`src/rtl/adder_share_arbiter.sv`:
```
// Round-robin sequencer sharing one self-timed 4-phase bundled-data adder among NUM_REQ clocked requesters.
// Adder-side handshakes are synchronized into clk before the FSM looks at them.
module adder_share_arbiter #(
  parameter int unsigned NUM_REQ = 4,
  parameter int unsigned WIDTH   = 13,
  parameter int unsigned SYNC    = 2,
  localparam int unsigned GW     = (NUM_REQ > 1) ? $clog2(NUM_REQ) : 1
) (
  input  logic                     clk,
  input  logic                     reset,
  input  logic [NUM_REQ-1:0]       reqIn,
  input  logic [NUM_REQ*WIDTH-1:0] opA,
  input  logic [NUM_REQ*WIDTH-1:0] opB,
  output logic [NUM_REQ-1:0]       ackOut,
  output logic [WIDTH-1:0]         sumOut,
  output logic [GW-1:0]            grantId,
  output logic                     busy,
  output logic                     accumReq,
  output logic [WIDTH-1:0]         accumData,
  input  logic                     accumAck,
  output logic                     multReq,
  output logic [WIDTH-1:0]         multData,
  input  logic                     multAck,
  input  logic                     adderReq,
  input  logic [WIDTH-1:0]         adderData,
  output logic                     adderAck
);

  typedef enum logic [2:0] {IDLE, SETUP, ISSUE, COLLECT, CLOSE, RESPOND} state_t;

  state_t            state;
  logic [GW-1:0]     ptr;
  logic [GW-1:0]     nxt_ptr;
  logic [GW-1:0]     pick;
  logic              pick_valid;
  logic [SYNC-1:0]   sync_a;
  logic [SYNC-1:0]   sync_m;
  logic [SYNC-1:0]   sync_r;
  logic              s_a;
  logic              s_m;
  logic              s_r;
  logic [WIDTH-1:0]  opa_arr [NUM_REQ];
  logic [WIDTH-1:0]  opb_arr [NUM_REQ];

  for (genvar i = 0; i < NUM_REQ; i++) begin : g_slice
    assign opa_arr[i] = opA[i*WIDTH +: WIDTH];
    assign opb_arr[i] = opB[i*WIDTH +: WIDTH];
  end

  // Multi-flop synchronizers on the three asynchronous adder handshakes
  always_ff @(posedge clk or negedge reset) begin
    if (!reset) begin
      sync_a <= '0;
      sync_m <= '0;
      sync_r <= '0;
    end else begin
      sync_a <= {sync_a[SYNC-2:0], accumAck};
      sync_m <= {sync_m[SYNC-2:0], multAck};
      sync_r <= {sync_r[SYNC-2:0], adderReq};
    end
  end

  assign s_a = sync_a[SYNC-1];
  assign s_m = sync_m[SYNC-1];
  assign s_r = sync_r[SYNC-1];

  // First pending requester at or after the round-robin pointer, wrapping
  always_comb begin
    logic [GW-1:0] cand;
    pick       = '0;
    pick_valid = 1'b0;
    cand       = '0;
    for (int unsigned k = 0; k < NUM_REQ; k++) begin
      cand = GW'((32'(ptr) + k) % NUM_REQ);
      if (!pick_valid && reqIn[cand]) begin
        pick_valid = 1'b1;
        pick       = cand;
      end
    end
  end

  assign nxt_ptr = (grantId == GW'(NUM_REQ - 1)) ? '0 : grantId + GW'(1);

  always_ff @(posedge clk or negedge reset) begin
    if (!reset) begin
      state     <= IDLE;
      ptr       <= '0;
      grantId   <= '0;
      busy      <= 1'b0;
      accumReq  <= 1'b0;
      multReq   <= 1'b0;
      accumData <= '0;
      multData  <= '0;
      sumOut    <= '0;
      adderAck  <= 1'b0;
      ackOut    <= '0;
    end else begin
      case (state)
        IDLE: begin
          if (pick_valid) begin
            grantId   <= pick;
            accumData <= opa_arr[pick];
            multData  <= opb_arr[pick];
            busy      <= 1'b1;
            state     <= SETUP;
          end
        end
        // One cycle of bundling margin before the requests rise
        SETUP: begin
          accumReq <= 1'b1;
          multReq  <= 1'b1;
          state    <= ISSUE;
        end
        ISSUE: begin
          if (s_a && s_m) begin
            accumReq <= 1'b0;
            multReq  <= 1'b0;
            state    <= COLLECT;
          end
        end
        // Input acks only fall after adderAck rises, so do not wait on them here
        COLLECT: begin
          if (s_r) begin
            sumOut   <= adderData;
            adderAck <= 1'b1;
            state    <= CLOSE;
          end
        end
        CLOSE: begin
          if (!s_r && !s_a && !s_m) begin
            adderAck         <= 1'b0;
            ackOut[grantId]  <= 1'b1;
            state            <= RESPOND;
          end
        end
        RESPOND: begin
          if (!reqIn[grantId]) begin
            ackOut <= '0;
            ptr    <= nxt_ptr;
            busy   <= 1'b0;
            state  <= IDLE;
          end
        end
        default: state <= IDLE;
      endcase
    end
  end

endmodule
```
`config.mk`:
```
export PLATFORM = sky130hd
export DESIGN_NAME = adder_share_arbiter
export DESIGN_NICKNAME = d
export VERILOG_FILES = /design/src/rtl/adder_share_arbiter.sv
export SDC_FILE = /design/constraint.sdc
export NUM_CORES = 1
export LEC_CHECK = 0
export ABC_AREA = 1
export BUFFER_PORTS_ARGS = -buffer_cell sky130_fd_sc_hd__buf_4
export CORE_ASPECT_RATIO = 2
export CORE_MARGIN = 2
export CORE_UTILIZATION = 51
export DETAILED_ROUTE_END_ITERATION = 10
export GPL_TIMING_DRIVEN = 0
export HOLD_SLACK_MARGIN = 0.02
export PLACE_DENSITY = 0.89
export SYNTH_ARGS = -nofsm -noshare
export SYNTH_HDL_FRONTEND = slang
export SYNTH_SLANG_ARGS = --single-unit
```
`constraint.sdc`:
```
create_clock -name clk -period 5.34 [get_ports clk]
set_clock_uncertainty 0.05 [all_clocks]
set_input_delay 1.068 -clock clk [delete_from_list [all_inputs] [get_ports clk]]
set_output_delay 1.068 -clock clk [all_outputs]
set_load 0.05 [all_outputs]
```
* Word-level counts from Yosys, hierarchy flattened
Index checks and enable logic that the tools add are counted.
Word-level totals: bits in registers 59, bits of input ports 126
Operators by class: reductions and logical operators 26, magnitude comparators 7, multiplexer cells 44, bitwise gates (word level) 3, add/sub/neg operators 4, equality and inequality tests 11
Operators with widths (number):
- $bmux 13 s2 | 2
- $mux 13 | 4
- $pmux 3 s6 | 1
- $lt 2x3->1 const B | 5
- $mux 1 | 15
- $mux 3 | 5
- $bmux 1 s2 | 5
- $mux 2 | 5
- $ne 2x2->1 const B | 5
- $reduce_and 3->1 | 3
- $mux 4 | 2
- $pmux 4 s2 | 1
- $reduce_and 2->1 | 4
- $reduce_bool 2->1 | 4
- $logic_and 1x1->1 | 7
- $eq 3x2->1 const B | 2
- $eq 3x3->1 const B | 2
- $logic_not 1->1 | 6
- $pmux 1 s2 | 3
- $reduce_and 5->1 | 1
- $add 2x1->2 const B | 2
- $add 2x2->2 const B | 2
- $or 4x4->4 | 1
- $eq 3x1->1 const B | 1
- 7 further kinds | 7

* Logic depth before layout (Yosys ltp)
Gate-level depths: netlist (run 1).
word-level depth 16, mapped depth 15, gate-level depth less buffers 14

* Worst setup path after synthesis (run 1)
No wires, ideal clock.
kind input to register, start point input port reqIn[2], end point register accumData[10], stages 13, data required time 5.172 ns, data arrival time 2.223 ns, path buffers 1, setup time 0.118 ns, path slack 2.949 ns, cell sequence inv_1 -> nand2_1 -> nand3_1 -> nand2_2 -> nor3_1 -> nand2_1 -> nand2_2 -> inv_2 -> buf_4 -> nand3_1 -> nand2_1 -> nand2_1 -> nand2_1
Between the ends: longest elaborated chain between the ends 16, elaborated cells on any way between the ends 27
RTL lines:
- from (decl) | RTL line 11 | input logic [NUM_REQ-1:0] reqIn,
- $bmux 1 s2 | RTL line 75 | if (!pick_valid && reqIn[cand]) begin
- $mux 1 (not written as such) | RTL line 75
- $mux 1 | RTL line 75
- $logic_not 1->1 | RTL line 75
- $logic_and 1x1->1 | RTL line 75
- $mux 1 | RTL line 75
- $logic_not 1->1 | RTL line 75
- $logic_and 1x1->1 | RTL line 75
- $mux 1 | RTL line 75
- $logic_not 1->1 | RTL line 75
- $logic_and 1x1->1 | RTL line 75
- $mux 2 | RTL line 75
- $not 2->3 (not written as such) | RTL line 102 | accumData <= opa_arr[pick];
- $bmux 13 s2 | RTL line 102
- $mux 13 (not written as such) (2 in a row) | RTL line 102
- to (signal assigned) | RTL line 102
- to (decl) | RTL line 19 | output logic [WIDTH-1:0] accumData,
Several ways; a longest one is shown, not always the timed one. The select of a mux whose other input is x is not followed. A chain may end at the register's enable or synchronous reset.

* Worst setup path in the final report (run 1)
start point input port reqIn[2], end point register multData[6]
Between the ends: longest elaborated chain between the ends 16, elaborated cells on any way between the ends 27
RTL lines:
- $bmux 1 s2 | RTL line 75
- $mux 1 (not written as such) | RTL line 75
- $mux 1 | RTL line 75
- $logic_not 1->1 | RTL line 75
- $logic_and 1x1->1 | RTL line 75
- $mux 1 | RTL line 75
- $logic_not 1->1 | RTL line 75
- $logic_and 1x1->1 | RTL line 75
- $mux 1 | RTL line 75
- $logic_not 1->1 | RTL line 75
- $logic_and 1x1->1 | RTL line 75
- $mux 2 | RTL line 75
- $not 2->3 (not written as such) | RTL line 103 | multData <= opb_arr[pick];
- $bmux 13 s2 | RTL line 103
- $mux 13 (not written as such) (2 in a row) | RTL line 103
- to (signal assigned) | RTL line 103
- to (decl) | RTL line 22 | output logic [WIDTH-1:0] multData,
Several ways; a longest one is shown, not always the timed one. The select of a mux whose other input is x is not followed.

==> results of run 1 <==
layer usage:
metal | vias up | GRT usage, %
met1 | 1955 | 31.2
met3 | 50 | 6.07
met2 | 237 | 58.3
met5 | - | 0
met4 | 0 | 18.1
li1 | 2076 | -
synthesized netlist by cell type, drive strengths merged:
cell type	instances
nand2	200
inv	107
dfrtp	59
nand3	50
o21ai	34
nand4	27
buf	21
mux2	13
nor2	13
a21oi	9
nor3	5
clkbuf	4
ha	4
a31oi	1
nor3b	1
nor4	1
o31ai	1
how the worst min path moves through the flow:
| stage | start | endpoint | slack (ns) | depth (start not counted) |
|---|---|---|---|---|
| after detailed placement | sync_a[0] | sync_a[1] | 0.29 | 0 |
| after global routing | sync_m[0] | sync_m[1] | 0.31 | 0 |
| final | sync_r[0] | sync_r[1] | 0.30 | 0 |
| after global placement | sync_a[0] | sync_a[1] | 0.28 | 0 |
| after CTS | sync_a[0] | sync_a[1] | 0.30 | 0 |
| after floorplan | sync_a[0] | sync_a[1] | 0.28 | 0 |
cells by family after synthesis:
| group | synth area share, % |
|---|---|
| simple gates | 35.1 |
| compound gates | 6.07 |
| flops | 39.2 |
| fa+ha+maj | 1.33 |
| buf+inv | 14.5 |
| mux | 3.88 |
power by group through the flow:
| stage | combinational (µW) | sequential, µW | clock, µW |
|---|---|---|---|
| 2_1_floorplan | 1510 | 1370 | 0 |
| 3_3_place_gp | 2860 | 784 | 0 |
| 3_5_place_dp | 2920 | 796 | 0 |
| 4_1_cts | 2940 | 795 | 721 |
| 5_1_grt | 3210 | 818 | 741 |
| 6_report | 2950 | 797 | 718 |
worst max-delay path, delay by kind of cell:
family	cells	cell delay (ns)
buf+inv	4	0.49
simple gates	10	1.22
final cells by class:
class	instances	area [µm²]	area share, %
Multi-Input combinational cell	359	1750	31.4
Sequential cell	59	1480	26.6
Timing Repair Buffer	174	1310	23.5
Inverter	107	402	7.23
Clock buffer	10	229	4.12
Buffer	25	145	2.61
Clock inverter	6	136	2.45
Tap cell	92	115	2.07
state kept, by name, summed over array words and instances, names as in the netlist:
register   count
multData      13
sync_r         2
sync_a         2
accumData     13
sync_m         2
state          3
ptr            2
busy           1
grantId        2
multReq        1
ackOut         4
adderAck       1
sumOut        13
through the flow:
step	hold WS (ns)	total power, µW
2_1_floorplan	0.281	2880
3_3_place_gp	0.282	3640
3_5_place_dp	0.292	3710
4_1_cts	0.304	4450
5_1_grt	0.313	4770
6_report	0.300	4470
==> out/qor.yml, run 1 <==
first_pass_iters: 5
endpoint: "multData[6]"
fin_area_um2: 5560
drive_gt1_share_pct: 31.9
crit-reg2reg-launch: "ptr[0]"
place.gp.congestion: 0.913
drt-total-wl_mm: 12.4
p_clk_share_pct: 16.1
final_cell_mix: "195 x nand2_1, 177 x buf_4, 104 x inv_1, 59 x dfrtp_1, 47 x nand3_1"
power_switching_uw: 2360
wl_per_cell_um: 14.9
synth.top_cell.area_share_pct: 39.2
clock-sinks: 59
die_w_um: 64.8
finalSetupViolations: 0
power.share.sequential_pct: 17.9
pwr-share-comb_pct: 66.1
p_per_area_nw_per_um2: 803
vdd_drop_max_mv: 0.540
cts_hold_buf: 0
via_per_inst: 5.19
die_h_um: 126
first_iter_violations: 381
rsz0062_at_grt: "false"
fin_cells: 832
drv_cap: 0
fmax_mhz: 380
num_antenna_cells: 0
num_vias: 4318
htreeDepth: 3
fin_crit_sh_pct: 49.3
syn_area_um2: 3770
post-cts-setup-buffers: 0
startpoint_type: "input port"
placed_area_um2: 5190
cts_buffers: 9
crit_start: "reqIn[2]"
floorplan.initialDensity_pct: 52.3
setup_ws_ns: 2.71
grt_usage_pct: 31.4
grt_pass1_wl_mm: 19.9
cts_tree: "done"
mostFrequentLayoutCell: "nand2_1"
drc: 0
crit_required_ns: 5.51
wl_met3_um: 765
coreArea_um2: 7210
hpwlAfterDp_mm: 9.47
grt_pass1_vias: 4530
nets: 865
timing.rr.end: "multData[6]"
max_stage_delay_ns: 0.26
place_ws_ns: 2.48
grt_max_degree: 60
syn-num-nets: 680
ys_warn_count: 0
switching_share_pct: 52.9
slew_viol_final: 0
fin_crit_ns: 2.63
finish.utilization_pct: 77.1
intPower_uw: 2100
postSynthAreaPerCell_um2: 6.86
r2r_slack_ns: 3.02
synth-seq-cells: 59
critPathKind: "input port to register"
route.top_layer_used: "met4"
finalSetupTns_ns: 0
crit_path_end_kind: "register"
area.growth.synth_to_final_pct: 47.4
tightest_slew_ns: 0.759
cts_max_path_buffers: 2
cp_slowest_cell: "nor3_1"
wirelength_met1_mm: 4.06
hold_viol: 0
dp.cells: 816
r2r_cells: 12
min_path_type: "register to register"
path_max_fanout: 10
portBuffers: 174
synth_cell_types: 29
crit_chain: "buf_4 > inv_1 > nand2_1 > nand3_1 > nand2_1 > nor3_1 > nand2_1 > nand2_2 > inv_2 > buf_4 > nand3_1 > nand2_1 > nand2_1 > nand2_1"
p_leak_uw: 0.00323
ys_seq_area_share_pct: 39.2
clkLatencyLatePin_ns: 0.33
syn_inst: 550
worst_path_most_repeated_cell: "nand2_1"
cts_root_buf: "clkbuf_16"
synth_area_leaders: "dfrtp_1 39%, nand2_1 19%, inv_1 10%, nand3_1 6.2%, nand4_1 4.5%"
die-area_um2: 8140
outcome: "completed"
fillers: 563
overflow: 0
post_cts_resized: 0
antenna_found_initial: 0
path_clk_slew_ns: 0.05
rows: 44
ant_nets: 0
slew_headroom_pct: 49.4
ios: 175
synth_top_area_cell: "dfrtp_1"
arrival_ns: 2.80
met2WireLength_mm: 6.95
(Power assumes the default switching activity.)
==> inputs of run 2 (changes only) <==
Settings changed: ABC_AREA 1 to 0, CORE_UTILIZATION 51 to 40, PLACE_DENSITY 0.89 to 0.8.
Clock period 5.34 ns to 2.31 ns, I/O delays scaled along.
==> out/qor.yml, run 2 <==
outcome: "completed"  # unchanged
portBuffers: 174  # unchanged
power_switching_uw: 3360  # was 2360 µW
p_leak_uw: 0.00245  # was 0.00323 µW
cp_slowest_cell: "mux4_2"  # was nor3_1
htreeDepth: 3  # unchanged
power.total_uw: 7300  # was 4470 µW
path_clk_slew_ns: 0.06  # was 0.05 ns
yosys-top-cells-count: "59 x dfrtp_1, 53 x mux2i_1, 32 x nand2_1"  # was 195 x nand2_1, 104 x inv_1, 59 x dfrtp_1
ant_nets: 0  # unchanged
path_buf_inv: 1  # was 4
cts_tree: "done"  # unchanged
die_w_um: 65.8  # was 64.8 µm
r2r_cells: 4  # was 12
place.gp.congestion: 0.779  # was 0.913
synth_top_area_cell: "dfrtp_1"  # unchanged
max_stage_delay_ns: 0.59  # was 0.26 ns
async_flop_share_pct: 100  # unchanged
startpoint_type: "register"  # was input port
mostFrequentLayoutCell: "buf_4"  # was nand2_1
finalSetupViolations: 0  # unchanged
r2r_slack_ns: 0.27  # was 3.02 ns
switching_share_pct: 46.0  # was 52.9%
power.share.sequential_pct: 24.8  # was 17.9%
arrival_ns: 2.20  # was 2.80 ns
grt_max_degree: 60  # unchanged
first_pass_iters: 4  # was 5
cts_hold_buf: 0  # unchanged
timing.rr.end: "ptr[1]"  # was multData[6]
ys_warn_count: 0  # unchanged
syn_area_um2: 3060  # was 3770 µm²
drv_cap: 0  # unchanged
tightest_slew_ns: 0.739  # was 0.759 ns
grt_pass1_wl_mm: 13.7  # was 19.9 mm
nets: 573  # was 865
fillers: 658  # was 563
rsz0062_at_grt: "false"  # unchanged
rows: 45  # was 44
drc: 0  # unchanged
postSynthAreaPerCell_um2: 11.9  # was 6.86 µm²
final_cell_mix: "177 x buf_4, 59 x dfrtp_1, 53 x mux2i_1, 32 x nand2_1, 27 x o221ai_1"  # was 195 x nand2_1, 177 x buf_4, 104 x inv_1, 59 x dfrtp_1, 47 x nand3_1
wl_per_cell_um: 16.0  # was 14.9 µm
num_vias: 2857  # was 4318
via_per_inst: 5.27  # was 5.19
synth_edf_count: 0  # unchanged
first_iter_violations: 101  # was 381
coreArea_um2: 7490  # was 7210 µm²
critPathKind: "register to register"  # was input port to register
pwr-share-comb_pct: 55.5  # was 66.1%
grt_pass1_vias: 2945  # was 4530
syn_inst: 258  # was 550
floorplan.initialDensity_pct: 40.8  # was 52.3%
crit_path_end_kind: "register"  # unchanged
drive_gt1_share_pct: 51.6  # was 31.9%
synth.top_cell.area_share_pct: 48.3  # was 39.2%
fmax_mhz: 491
p_per_area_nw_per_um2: 1520  # was 803 nW/µm²
fin_cells: 542  # was 832
die-area_um2: 8400  # was 8140 µm²
min_path_type: "input port to asynchronous set/reset pin"  # was register to register
post-cts-setup-buffers: 0  # unchanged
synth-seq-cells: 59  # unchanged
antenna_found_initial: 0  # unchanged
p_clk_share_pct: 19.7  # was 16.1%
path_max_fanout: 8  # was 10
fin_crit_ns: 2.04
cts_max_path_buffers: 2  # unchanged
fin_area_um2: 4810  # was 5560 µm²
grt_usage_pct: 21.1  # was 31.4%
dp.cells: 526  # was 816
cts_root_buf: "clkbuf_16"  # unchanged
hold_viol: 0  # unchanged
synth_area_leaders: "dfrtp_1 48%, mux2i_1 17%, o221ai_1 7.7%, mux2_2 5.2%, nand2_1 3.9%"  # was dfrtp_1 39%, nand2_1 19%, inv_1 10%, nand3_1 6.2%, nand4_1 4.5%
ios: 175  # unchanged
die_h_um: 128  # was 126 µm
largestRegisters: "accumData (13), multData (13), sumOut (13)"  # unchanged
placed_area_um2: 4480  # was 5190 µm²
synth_most_common_cell: "dfrtp_1"  # was nand2_1
slew_headroom_pct: 50.7  # was 49.4%
hpwlAfterDp_mm: 6.76  # was 9.47 mm
clock-sinks: 59  # unchanged
slew_viol_final: 0  # unchanged
clkLatencyLatePin_ns: 0.32  # was 0.33 ns
crit_chain: "mux4_2 > or3_1 > buf_6 > mux2_4"  # was buf_4 > inv_1 > nand2_1 > nand3_1 > nand2_1 > nor3_1 > nand2_1 > nand2_2 > inv_2 > buf_4 > nand3_1 > nand2_1 > nand2_1 > nand2_1
overflow: 0  # unchanged
synth_cell_types: 38  # was 29
drt-total-wl_mm: 8.65  # was 12.4 mm
syn-num-nets: 388  # was 680
fin_crit_sh_pct: 88.2
cts_buffers: 9  # unchanged
crit_required_ns: 2.47  # was 5.51 ns
area.growth.synth_to_final_pct: 57.2  # was 47.4%
intPower_uw: 3940  # was 2100 µW
crit-reg2reg-launch: "grantId[0]"  # was ptr[0]
synth_ff_type: "dfrtp_1"  # unchanged
ys_seq_area_share_pct: 48.3  # was 39.2%
finish.utilization_pct: 64.2  # was 77.1%
num_antenna_cells: 0  # unchanged
finalSetupTns_ns: 0  # unchanged
critPathTopFamily: "multiplexers"  # was simple AND/OR/NAND/NOR gates
vdd_drop_max_mv: 0.856  # was 0.540 mV
post_cts_resized: 0  # unchanged
[run 2: stage by stage]
step | setup WS, ns | hold WS, ns
floorplan | 0.0904 | 0.116
global placement | 0.152 | 0.283
detailed placement | 0.113 | 0.298
CTS | 0.272 | 0.179
global route | 0.151 | 0.182
finish | 0.272 | 0.148
[run 2: cell type report]
cell class              instances  area [µm²]  share of cell area (%)
clock inverters                 7         101                    2.11
flip-flops and latches         59        1480                    30.7
inverters                       4        15.0                   0.312
repair buffers                174        1310                    27.2
clock buffers                   9         225                    4.68
multi-input cells             176        1430                    29.7
plain buffers                  19         139                    2.89
well taps                      94         118                    2.45
[run 2: layer usage]
layer  share of wire, %  routed length [µm]  global-route usage [%]
met3                 12                1020                    8.25
met1                 38                3320                    24.5
met4                1.4                 125                    7.35
met2                 48                4180                    35.1
met5                  0                   0                       0
[run 2: cell families (layout without fill, tap and decap cells)]
logic type	count (synthesis)	in the layout	share of synthesized area (%)
AOI/OAI and AO/OA	52	52	13.5
adders and majority gates	4	4	1.64
buffers and inverters	23	213	5.03
DFF	59	59	48.3
muxes	69	69	23.7
and+or+nand+nor	51	51	7.77
[run 2: power by group through the flow]
stage               Sequential, µW  Clock [µW]  Combinational, µW
floorplan                     3130           0               1500
global placement              1800           0               4040
detailed placement            1820           0               4100
CTS                           1810        1460               4100
global route                  1860        1500               4350
finish                        1810        1440               4060
[run 2: worst max path at each step]
stage / startpoint / to / slack (ns) / cells past startpoint
6_report: grantId[0] / ptr[1] / 0.27 / 4
5_1_grt: ptr[1] / accumData[3] / 0.15 / 6
4_1_cts: grantId[0] / ptr[1] / 0.27 / 4
3_5_place_dp: reqIn[2] / accumData[3] / 0.11 / 6
3_3_place_gp: reqIn[2] / accumData[11] / 0.15 / 6
2_1_floorplan: grantId[0] / ptr[1] / 0.09 / 4
